## config.mk

```make
export PLATFORM = sky130hd
export DESIGN_NAME = instr_fetch_unit
export DESIGN_NICKNAME = d
export VERILOG_FILES = /design/src/rtl/instr_fetch_unit.sv
export SDC_FILE = /design/constraint.sdc
export NUM_CORES = 1
export LEC_CHECK = 0
export CAP_MARGIN = 20
export CORE_UTILIZATION = 45
export DETAILED_ROUTE_END_ITERATION = 7
export PLACE_DENSITY = 0.7
export SYNTH_ARGS = -nofsm -noshare
export SYNTH_HDL_FRONTEND = slang
export SYNTH_SLANG_ARGS = --single-unit
```

## constraint.sdc

```tcl
create_clock -name clk -period 3.58 [get_ports clk]
set_input_delay 0.358 -clock clk [delete_from_list [all_inputs] [get_ports clk]]
set_output_delay 0.358 -clock clk [all_outputs]
set_load 0.01 [all_outputs]
```

## src/rtl/instr_fetch_unit.sv

```systemverilog
// Fetch unit: owns the PC, issues reads to a 1-cycle instruction memory and
// buffers returned instructions for decode. Optional HALT_EN macro adds halt-on-opcode-111.
module instr_fetch_unit #(
  parameter int unsigned       ADDR_W    = 8,
  parameter int unsigned       INSTR_W   = 8,
  parameter logic [ADDR_W-1:0] RESET_PC  = '0,
  parameter int unsigned       BUF_DEPTH = 2
) (
  input  logic               clk,
  input  logic               rst_n,
  output logic [ADDR_W-1:0]  imem_addr,
  input  logic [INSTR_W-1:0] imem_instr,
  output logic               if_valid,
  output logic [INSTR_W-1:0] if_instr,
  output logic [ADDR_W-1:0]  if_pc,
  input  logic               id_ready,
  input  logic               jmp_valid,
  input  logic [ADDR_W-1:0]  jmp_target,
  output logic               halted
);

  localparam int unsigned CNT_W = $clog2(BUF_DEPTH + 1);
  localparam int unsigned IDX_W = (BUF_DEPTH > 1) ? $clog2(BUF_DEPTH) : 1;

`ifdef HALT_EN
  typedef enum logic [1:0] {ST_RESET = 2'd0, ST_RUN = 2'd1, ST_HALT = 2'd2} state_t;
`else
  typedef enum logic [1:0] {ST_RESET = 2'd0, ST_RUN = 2'd1} state_t;
`endif

  state_t             state;
  logic [ADDR_W-1:0]  pc;
  logic [ADDR_W-1:0]  inflight_pc;
  logic               inflight;
  logic [CNT_W-1:0]   count;

  // Shift-style buffer: entry 0 is always the head, so head outputs come straight from flops.
  logic [INSTR_W-1:0] buf_instr [BUF_DEPTH];
  logic [ADDR_W-1:0]  buf_pc    [BUF_DEPTH];

  logic               pop_c;
  logic               halt_pop_c;
  logic               flush_c;
  logic               run_c;
  logic               issue_c;
  logic               push_c;
  logic [CNT_W:0]     occ_c;
  logic [CNT_W-1:0]   wr_idx_c;
  logic [CNT_W-1:0]   count_next_c;

  assign pop_c = if_valid & id_ready;

`ifdef HALT_EN
  logic buf_mark [BUF_DEPTH];
  assign halt_pop_c = pop_c & buf_mark[0] & ~jmp_valid;
  assign run_c      = (state != ST_HALT);
`else
  assign halt_pop_c = 1'b0;
  assign run_c      = 1'b1;
`endif

  // Redirect or halt discards everything left in the buffer and the outstanding read.
  assign flush_c      = jmp_valid | halt_pop_c;
  assign occ_c        = (CNT_W+1)'(count) - (CNT_W+1)'(pop_c) + (CNT_W+1)'(inflight);
  assign issue_c      = ~flush_c & run_c &
                        ((state == ST_RESET) || (occ_c < (CNT_W+1)'(BUF_DEPTH)));
  assign push_c       = inflight & ~flush_c;
  assign wr_idx_c     = count - CNT_W'(pop_c);
  assign count_next_c = flush_c ? '0 : (wr_idx_c + CNT_W'(push_c));

  assign if_instr = buf_instr[0];
  assign if_pc    = buf_pc[0];

  // Control FSM, PC, fetch address and occupancy.
  always_ff @(posedge clk or negedge rst_n) begin
    if (!rst_n) begin
      state       <= ST_RESET;
      pc          <= RESET_PC;
      imem_addr   <= RESET_PC;
      inflight    <= 1'b0;
      inflight_pc <= '0;
      count       <= '0;
      if_valid    <= 1'b0;
    end else begin
      inflight <= issue_c;
      if (issue_c) inflight_pc <= pc;
      count    <= count_next_c;
      if_valid <= (count_next_c != '0);

      if (jmp_valid) begin
        pc        <= jmp_target;
        imem_addr <= jmp_target;
      end else if (issue_c) begin
        pc        <= pc + ADDR_W'(1);
        imem_addr <= pc + ADDR_W'(1);
      end

      case (state)
        ST_RESET: state <= ST_RUN;
`ifdef HALT_EN
        ST_RUN:   if (halt_pop_c) state <= ST_HALT;
        ST_HALT:  if (jmp_valid) state <= ST_RUN;
`else
        ST_RUN:   state <= ST_RUN;
`endif
        default:  state <= ST_RUN;
      endcase
    end
  end

`ifdef HALT_EN
  always_ff @(posedge clk or negedge rst_n) begin
    if (!rst_n) halted <= 1'b0;
    else        halted <= halt_pop_c | (halted & ~jmp_valid);
  end
`else
  assign halted = 1'b0;
`endif

  // Buffer storage: shift on pop, then write the captured read at the post-pop tail.
  always_ff @(posedge clk or negedge rst_n) begin
    if (!rst_n) begin
      for (int unsigned i = 0; i < BUF_DEPTH; i++) begin
        buf_instr[IDX_W'(i)] <= '0;
        buf_pc[IDX_W'(i)]    <= '0;
`ifdef HALT_EN
        buf_mark[IDX_W'(i)]  <= 1'b0;
`endif
      end
    end else begin
      if (pop_c) begin
        for (int unsigned i = 0; i + 1 < BUF_DEPTH; i++) begin
          buf_instr[IDX_W'(i)] <= buf_instr[IDX_W'(i + 1)];
          buf_pc[IDX_W'(i)]    <= buf_pc[IDX_W'(i + 1)];
`ifdef HALT_EN
          buf_mark[IDX_W'(i)]  <= buf_mark[IDX_W'(i + 1)];
`endif
        end
      end
      if (push_c) begin
        buf_instr[IDX_W'(wr_idx_c)] <= imem_instr;
        buf_pc[IDX_W'(wr_idx_c)]    <= inflight_pc;
`ifdef HALT_EN
        buf_mark[IDX_W'(wr_idx_c)]  <= (imem_instr[7:5] == 3'b111);
`endif
      end
    end
  end

  // The issue rule reserves a slot for every outstanding read.
  no_overflow: assert property (@(posedge clk) disable iff (!rst_n)
    !(push_c && (wr_idx_c >= CNT_W'(BUF_DEPTH))));

endmodule

```

Word-level counts from Yosys, hierarchy flattened
Cells that the tools add are included.

word-level totals
  register bits = 53
  latch bits = 0
  memory bits (writable) = 0
  bits in read-only memories = 0
  output and inout port bits = 26
  word-level logic and storage cells = 39
  memories = 0

operators by class
  add/sub/neg operators = 5
  multipliers = 0
  divide/modulo/power cells = 0
  magnitude comparators = 3
  eq/ne operators = 0
  shift-type cells = 0
  muxes and demuxes = 11
  bitwise operators = 5
  reductions and logical operators = 5

operators with widths
  kind                                                      number
  2-to-1 mux 8 bit                                          5
  bitwise mux 16 bit                                        2
  2-to-1 mux 16 bit                                         2
  adder 8 x 1 -> 8 bit, second input constant               1
  demux 8 bit (select 1 bit)                                1
  nonzero test 2 bit                                        2
  adder 3 x 1 -> 3 bit                                      1
  AND 1 bit                                                 3
  < comparator 3 x 2 -> 1 bit, second input constant        1
  subtractor 2 x 1 -> 3 bit                                 1
  adder 2 x 1 -> 2 bit                                      1
  greater-or-equal comparator 2 bit, second input constant  1
  zero test 2 bit                                           1
  < comparator 2 x 1 -> 1 bit, second input constant        1
  2-to-1 mux 2 bit                                          1
  inverter 1 -> 2 bit                                       1
  subtractor 2 x 1 -> 2 bit                                 1
  logical AND 1 bit                                         1
  logical OR 1 bit                                          1
  inverter 1 bit                                            1

Logic depth before layout (Yosys ltp)
Gate-level depths: netlist of the first run.

  depth in word-level cells = 9
  mapped depth = 9

Least setup slack after synthesis of the first run
Ideal clock, no wire load.

  path type = register -> register
  start = register if_valid
  end = register inflight_pc[0]
  setup time = 0.125 ns
  arrival = 2.431 ns
  slack = 1.024 ns
  cell stages (with the launch flop) = 10
  buffers on the path = 1
  cell sequence = dfrtp_1 nand2_4 buf_1 or2_1 inv_1 fa_1 xnor2_2 a21boi_4 nor2_8 mux2_4

between the ends
  cells in the longest elaborated chain, start to end = 6

ends and longest elaborated chain
  item                         RTL line  RTL
  start, declared              13        output logic if_valid,
  start signal, assigned       88        if_valid <= (count_next_c != '0);
  AND 1 bit                    51        assign pop_c = if_valid & id_ready;
  subtractor 2 x 1 -> 3 bit    64        assign occ_c = (CNT_W+1)'(count) - (CNT_W+1)'(pop_c) + (CNT_W+1)'(inflight);
  adder 3 x 1 -> 3 bit         64
  < comparator 3 x 2 -> 1 bit  66        ((state == ST_RESET) || (occ_c < (CNT_W+1)'(BUF_DEPTH)));
  logical OR 1 bit             66
  AND 1 bit                    65        assign issue_c = ~flush_c & run_c &
  named net issue_c            45        logic issue_c;
  end signal, assigned         86        if (issue_c) inflight_pc <= pc;
  end, declared                33        logic [ADDR_W-1:0] inflight_pc;

The timed path passes the listed nets, and every way through them passes these cells.
A chain may end at the register's enable or synchronous reset.

Worst setup path in the final report of the first run
  start = input port id_ready
  end = register inflight_pc[6]

between the ends
  cells in the longest elaborated chain, start to end = 6

ends and longest elaborated chain
  item                         RTL line  RTL
  start, declared              16        input logic id_ready,
  AND 1 bit                    51
  subtractor 2 x 1 -> 3 bit    64
  adder 3 x 1 -> 3 bit         64
  < comparator 3 x 2 -> 1 bit  66
  logical OR 1 bit             66
  AND 1 bit                    65
  named net issue_c            45

The timed path passes the listed nets, and every way through them passes these cells.

==> results of run 1 <==
-- cell usage after synthesis, drive strengths merged --
master	instances
mux2	56
dfrtp	53
buf	23
nand2	11
o21ai	7
inv	5
nor2b	5
xnor2	4
a31oi	3
ha	3
nor2	3
a22oi	2
and3	2
and4b	2
conb	2
mux2i	2
or2	2
xor2	2
a21boi	1
a311o	1
clkbuf	1
fa	1
nand3	1
nor3	1
nor4	1
o211ai	1
or3	1
or4	1
-- path summary, 6_finish.rpt --
check,startpoint,to,slack (ns),cells past startpoint
setup reg to reg,if_valid$_DFF_PN0_,inflight_pc[6]$_DFFE_PN0P_,1.19,8
hold reg to reg,flip-flop,flip-flop,0.49,1
hold / removal,rst_n,asynchronous set/reset pin,0.1,1
min in group clk,flip-flop,flip-flop,0.49,1
max in group asynchronous,rst_n,pc[5]$_DFFE_PN0P_,2.73,2
setup / recovery,id_ready,inflight_pc[6]$_DFFE_PN0P_,1.05,9
-- where the power goes --
part | switching [mW] | internal, mW
Sequential | 0.202 | 0.881
Combinational | 0.454 | 0.770
Clock | 0.201 | 0.139
-- area by class of cell --
type / instances / area, um^2
Timing Repair Buffer: 47 / 458
Sequential cell: 53 / 1330
Tap cell: 72 / 90.1
Inverter: 5 / 18.8
Clock inverter: 3 / 22.5
Fill cell: 486 / 2460
Clock buffer: 5 / 68.8
Multi-Input combinational cell: 115 / 1160
-- cell families (layout without fill, tap and decap cells) --
group | count (synthesis) | after routing
mux | 58 | 58
flops | 53 | 53
simple gates | 30 | 30
buf+inv | 29 | 60
compound gates | 15 | 15
xor+xnor | 6 | 6
fa+ha+maj | 4 | 4
other cells | 2 | 2
-- critical path, stage by stage --
cell and delay, ns:
clkdlybuf4s50_1 0.50, nand2_4 0.18, xnor2_4 0.24, nand2_1 0.10, fa_1 0.41, xnor2_2 0.26, a21boi_4 0.14, nor2_8 0.21
mux2_4 0.32
-- routing by layer --
metal  vias up  share of wire (%)  routed length, um  global-route usage (%)
met2        41                 47               1950                    24.1
met1       741                 46               1910                    19.7
li1        729                  -                  -                       -
met5         -                  0                  0                       0
met4         0                1.5                 61                    5.82
met3         7                4.6                191                    3.10
-- metrics by stage --
stage / total power [mW] / std cells / setup WS [ns] / instance area, um^2
after floorplan: 2.04 / 197 / 1.02 / 2680
after global placement: 2.30 / 292 / 0.735 / 3060
after detailed placement: 2.35 / 292 / 0.685 / 3060
after CTS: 2.69 / 300 / 1.02 / 3150
after global routing: 2.84 / 300 / 0.912 / 3150
final: 2.65 / 300 / 1.05 / 3150
==> reports/qor.yml, run 1 <==
status: "finished, final reports clean"
worstSetupPathType: "in -> reg"
final_common_cell: "dfrtp_1"
syn_inst: 197
peakVddDrop_uv: 323
dr.pass1.iters: 6
synthToLayoutAreaGrowth_pct: 17.4
synth_warnings: 0
fin_crit_sh_pct: 70.6
drt_iter0_markers: 49
grt_max_degree: 34
rsz0062_at_grt: "no"
hold_violations: 0
routabilityCongestion: 0.791
nNetsFinal: 251
ios: 46
worst_setup_path_start_kind: "primary input"
ys_seq_elements: 53
worstPathRequired_ns: 3.77
cts_sinks: 53
max_slew_margin_pct: 51.0
hold_class: "in -> async"
setup_tns_ns: 0
die_w_um: 79.2
io_buffers: 44
synth_mux_area_share_pct: 26.8
setup_viol: 0
yosysTopAreaCellShare_pct: 49.5
die_y_um: 79.2
ant_nets: 0
cts_setup_buffers: 0
endpoint_kind: "flip-flop"
critPathMaxFanout: 18
whs_ns: 0.0976
ctsLongestPathBuffers: 2
wl_per_cell_um: 13.7
cap_viol_max_count: 0
dp_hpwl_um: 2980
postSynthAreaPerCell_um2: 13.6
synthSimpleGateAreaFrac_pct: 7.09
antenna_cells: 0
mostFrequentLayoutCells: "53 x dfrtp_1, 43 x clkdlybuf4s50_1, 22 x mux2_1, 18 x mux2_4, 16 x mux2_2"
synth_compound_area_share_pct: 4.15
post-route-util_pct: 56.1
synthXorXnorAreaFrac_pct: 2.94
synth_cell_types: 40
synth_area_leaders: "dfrtp_1 49%, mux2_4 10%, mux2_1 9.2%"
clkLatencyLatePin_ns: 0.31
grt_pass1_vias: 1500
num_rows: 27
grt_remaining_overflow: 0
drcViolationCount: 0
drive_gt1_share_pct: 23.2
cts_tree: "done"
synth_top_area_cell: "dfrtp_1"
cts_buffers: 5
final_max_slew_viol_count: 0
via_count: 1518
ys_seq_area_share_pct: 49.5
start_util_pct: 47.8
grt_pass1_wl_um: 7250
viasPerCell: 5.06
root_buffer: "clkbuf_8"
p_leak_nw: 1.39
synth_fa_ha_area_share_pct: 2.15
tightest_slew_ns: 0.735
htree_levels: 2
ctsHoldBuffers: 0
fin_crit_ns: 2.53
fin_skew_ns: 0.0126
synth_top_family_by_area: "multiplexers"
core_area_um2: 5610
antenna_found_initial: 0
crit_arrival_ns: 2.72
post_cts_resized: 0
mappedNetlistArea_um2: 2680
track_usage_pct: 15.0
power.density_nw_per_um2: 841
wl_um: 4120
max_freq_mhz: 396
cts.clk_slew.worst_paths_ns: 0.10
synthesis.nets: 221
dieArea_um2: 6270
Note: power is estimated with default switching activity, not from simulation.
==> run 2: changes to the inputs <==
==> constraint.sdc (replaced) <==
create_clock -name clk -period 2.6 [get_ports clk]
set_input_delay 0.26 -clock clk [delete_from_list [all_inputs] [get_ports clk]]
set_output_delay 0.26 -clock clk [all_outputs]
set_load 0.01 [all_outputs]
==> reports/qor.yml, run 2 (synthesis gave the netlist of run 1 again) <==
track_usage_pct: 15.7
worstPathRequired_ns: 2.79
drcViolationCount: 0
peakVddDrop_uv: 562
grt_max_degree: 22
max_freq_mhz: 449
drt_iter0_markers: 94
cts_sinks: 53
final_common_cell: "dfrtp_1"
root_buffer: "clkbuf_8"
slowest_delay_ns: 0.50
post-route-util_pct: 57.1
cts_setup_buffers: 0
grt_remaining_overflow: 0
setup_viol: 0
wl_um: 4380
p_int_mw: 2.50
die_w_um: 79.2
num_rows: 27
hold_class: "in -> async"
htree_levels: 2
worst_setup_path_start_kind: "primary input"
post_cts_resized: 0
final_max_slew_viol_count: 0
switchingPower_mw: 1.20
comb_power_share_pct: 47.2
cts_buffers: 5
drive_gt1_share_pct: 25.1
hold_violations: 0
antenna_cells: 0
wl_per_cell_um: 14.3
antenna_found_initial: 0
via_count: 1511
ctsLongestPathBuffers: 2
switching_share_pct: 32.4
p_leak_nw: 1.41
power.density_nw_per_um2: 1160
cap_viol_max_count: 0
crit_buf_inv: 1
fin_crit_ns: 2.23
dp_hpwl_um: 3140
core_area_um2: 5610
fin_crit_sh_pct: 85.6
crit_cells: 9
r2r_cells: 8
ios: 46
dp_cells: 298
cts_tree: "done"
grt_pass1_wl_um: 7550
fin_skew_ns: 0.00274
cpMaxStageDelayCell: "clkdlybuf4s50_1"
cp_top_family: "buffers and inverters"
endpoint_kind: "flip-flop"
dr.pass1.iters: 4
ant_nets: 0
status: "finished, final reports clean"
pwr-share-seq_pct: 40.4
instances_no_fill: 307
mostFrequentLayoutCells: "53 x dfrtp_1, 43 x clkdlybuf4s50_1, 22 x mux2_1, 18 x mux2_4, 16 x mux2_2"
die_y_um: 79.2
start_util_pct: 47.8
setup_tns_ns: 0
rsz0062_at_grt: "no"
synthToLayoutAreaGrowth_pct: 19.5
nNetsFinal: 258
dieArea_um2: 6270
crit_arrival_ns: 2.42
grt_pass1_vias: 1627
cp_cell_sequence: "clkdlybuf4s50_1, nand2_4, xnor2_4, nand2_1, fa_1, xnor2_2, a21boi_4, nor2_8, mux2_4"
routabilityCongestion: 0.747
cts.clk_slew.worst_paths_ns: 0.10
viasPerCell: 4.92
clkLatencyLatePin_ns: 0.30
critPathMaxFanout: 9
pwr-share-clk_pct: 12.4
io_buffers: 44
worstSetupPathType: "in -> reg"
==> run 2: final timing paths <==
path                                          from                    endpoint  slack, ns
worst max-delay path                      id_ready  inflight_pc[2]$_DFFE_PN0P_       0.37
worst min-delay path                         rst_n  asynchronous set/reset pin       0.39
worst max register to register  if_valid$_DFF_PN0_  inflight_pc[2]$_DFFE_PN0P_       0.40
worst min register to register           flip-flop                   flip-flop       0.49
max in group asynchronous                    rst_n  inflight_pc[3]$_DFFE_PN0P_       1.62
min in group clk                         flip-flop                   flip-flop       0.49
==> run 2: cell type report <==
class	count	area, um^2
tap	72	90.1
timing repair buffer	54	513
clock inverter	3	22.5
sequential	53	1330
fill	506	2400
clock buffer	5	68.8
inverter	5	18.8
multi-input combinational	115	1160
==> run 2: repair_timing <==
| item | CTS | global route |
|---|---|---|
| hold endpoints to repair | 14 | 0 |
| hold buffers | 1 | 0 |
| endpoints found under the setup margin | 0 | 0 |
==> run 2: stage by stage <==
| stage | setup slack, ns | total power, mW | cell area, um^2 | hold WS, ns |
|---|---|---|---|---|
| after floorplan | 0.0442 | 2.81 | 2680 | -0.0356 |
| after global placement | 0.0931 | 3.22 | 3100 | 0.189 |
| after detailed placement | 0.0315 | 3.28 | 3100 | 0.190 |
| after CTS | 0.354 | 3.76 | 3200 | 0.389 |
| after global routing | 0.276 | 3.96 | 3200 | 0.417 |
| final | 0.373 | 3.70 | 3200 | 0.387 |
==> run 2: power by group through the flow <==
stage	combinational [mW]	clock, mW	sequential, mW
floorplan	1.36	0	1.45
global placement	1.72	0	1.50
detailed placement	1.77	0	1.52
CTS	1.78	0.482	1.50
global route	1.89	0.517	1.55
finish	1.75	0.460	1.49
==> run 2: routing by layer <==
metal / wire, um / GRT usage (%)
met5: 0 / 0
met3: 168 / 3.22
met4: 37 / 4.55
met1: 2090 / 20.1
met2: 2080 / 26.6
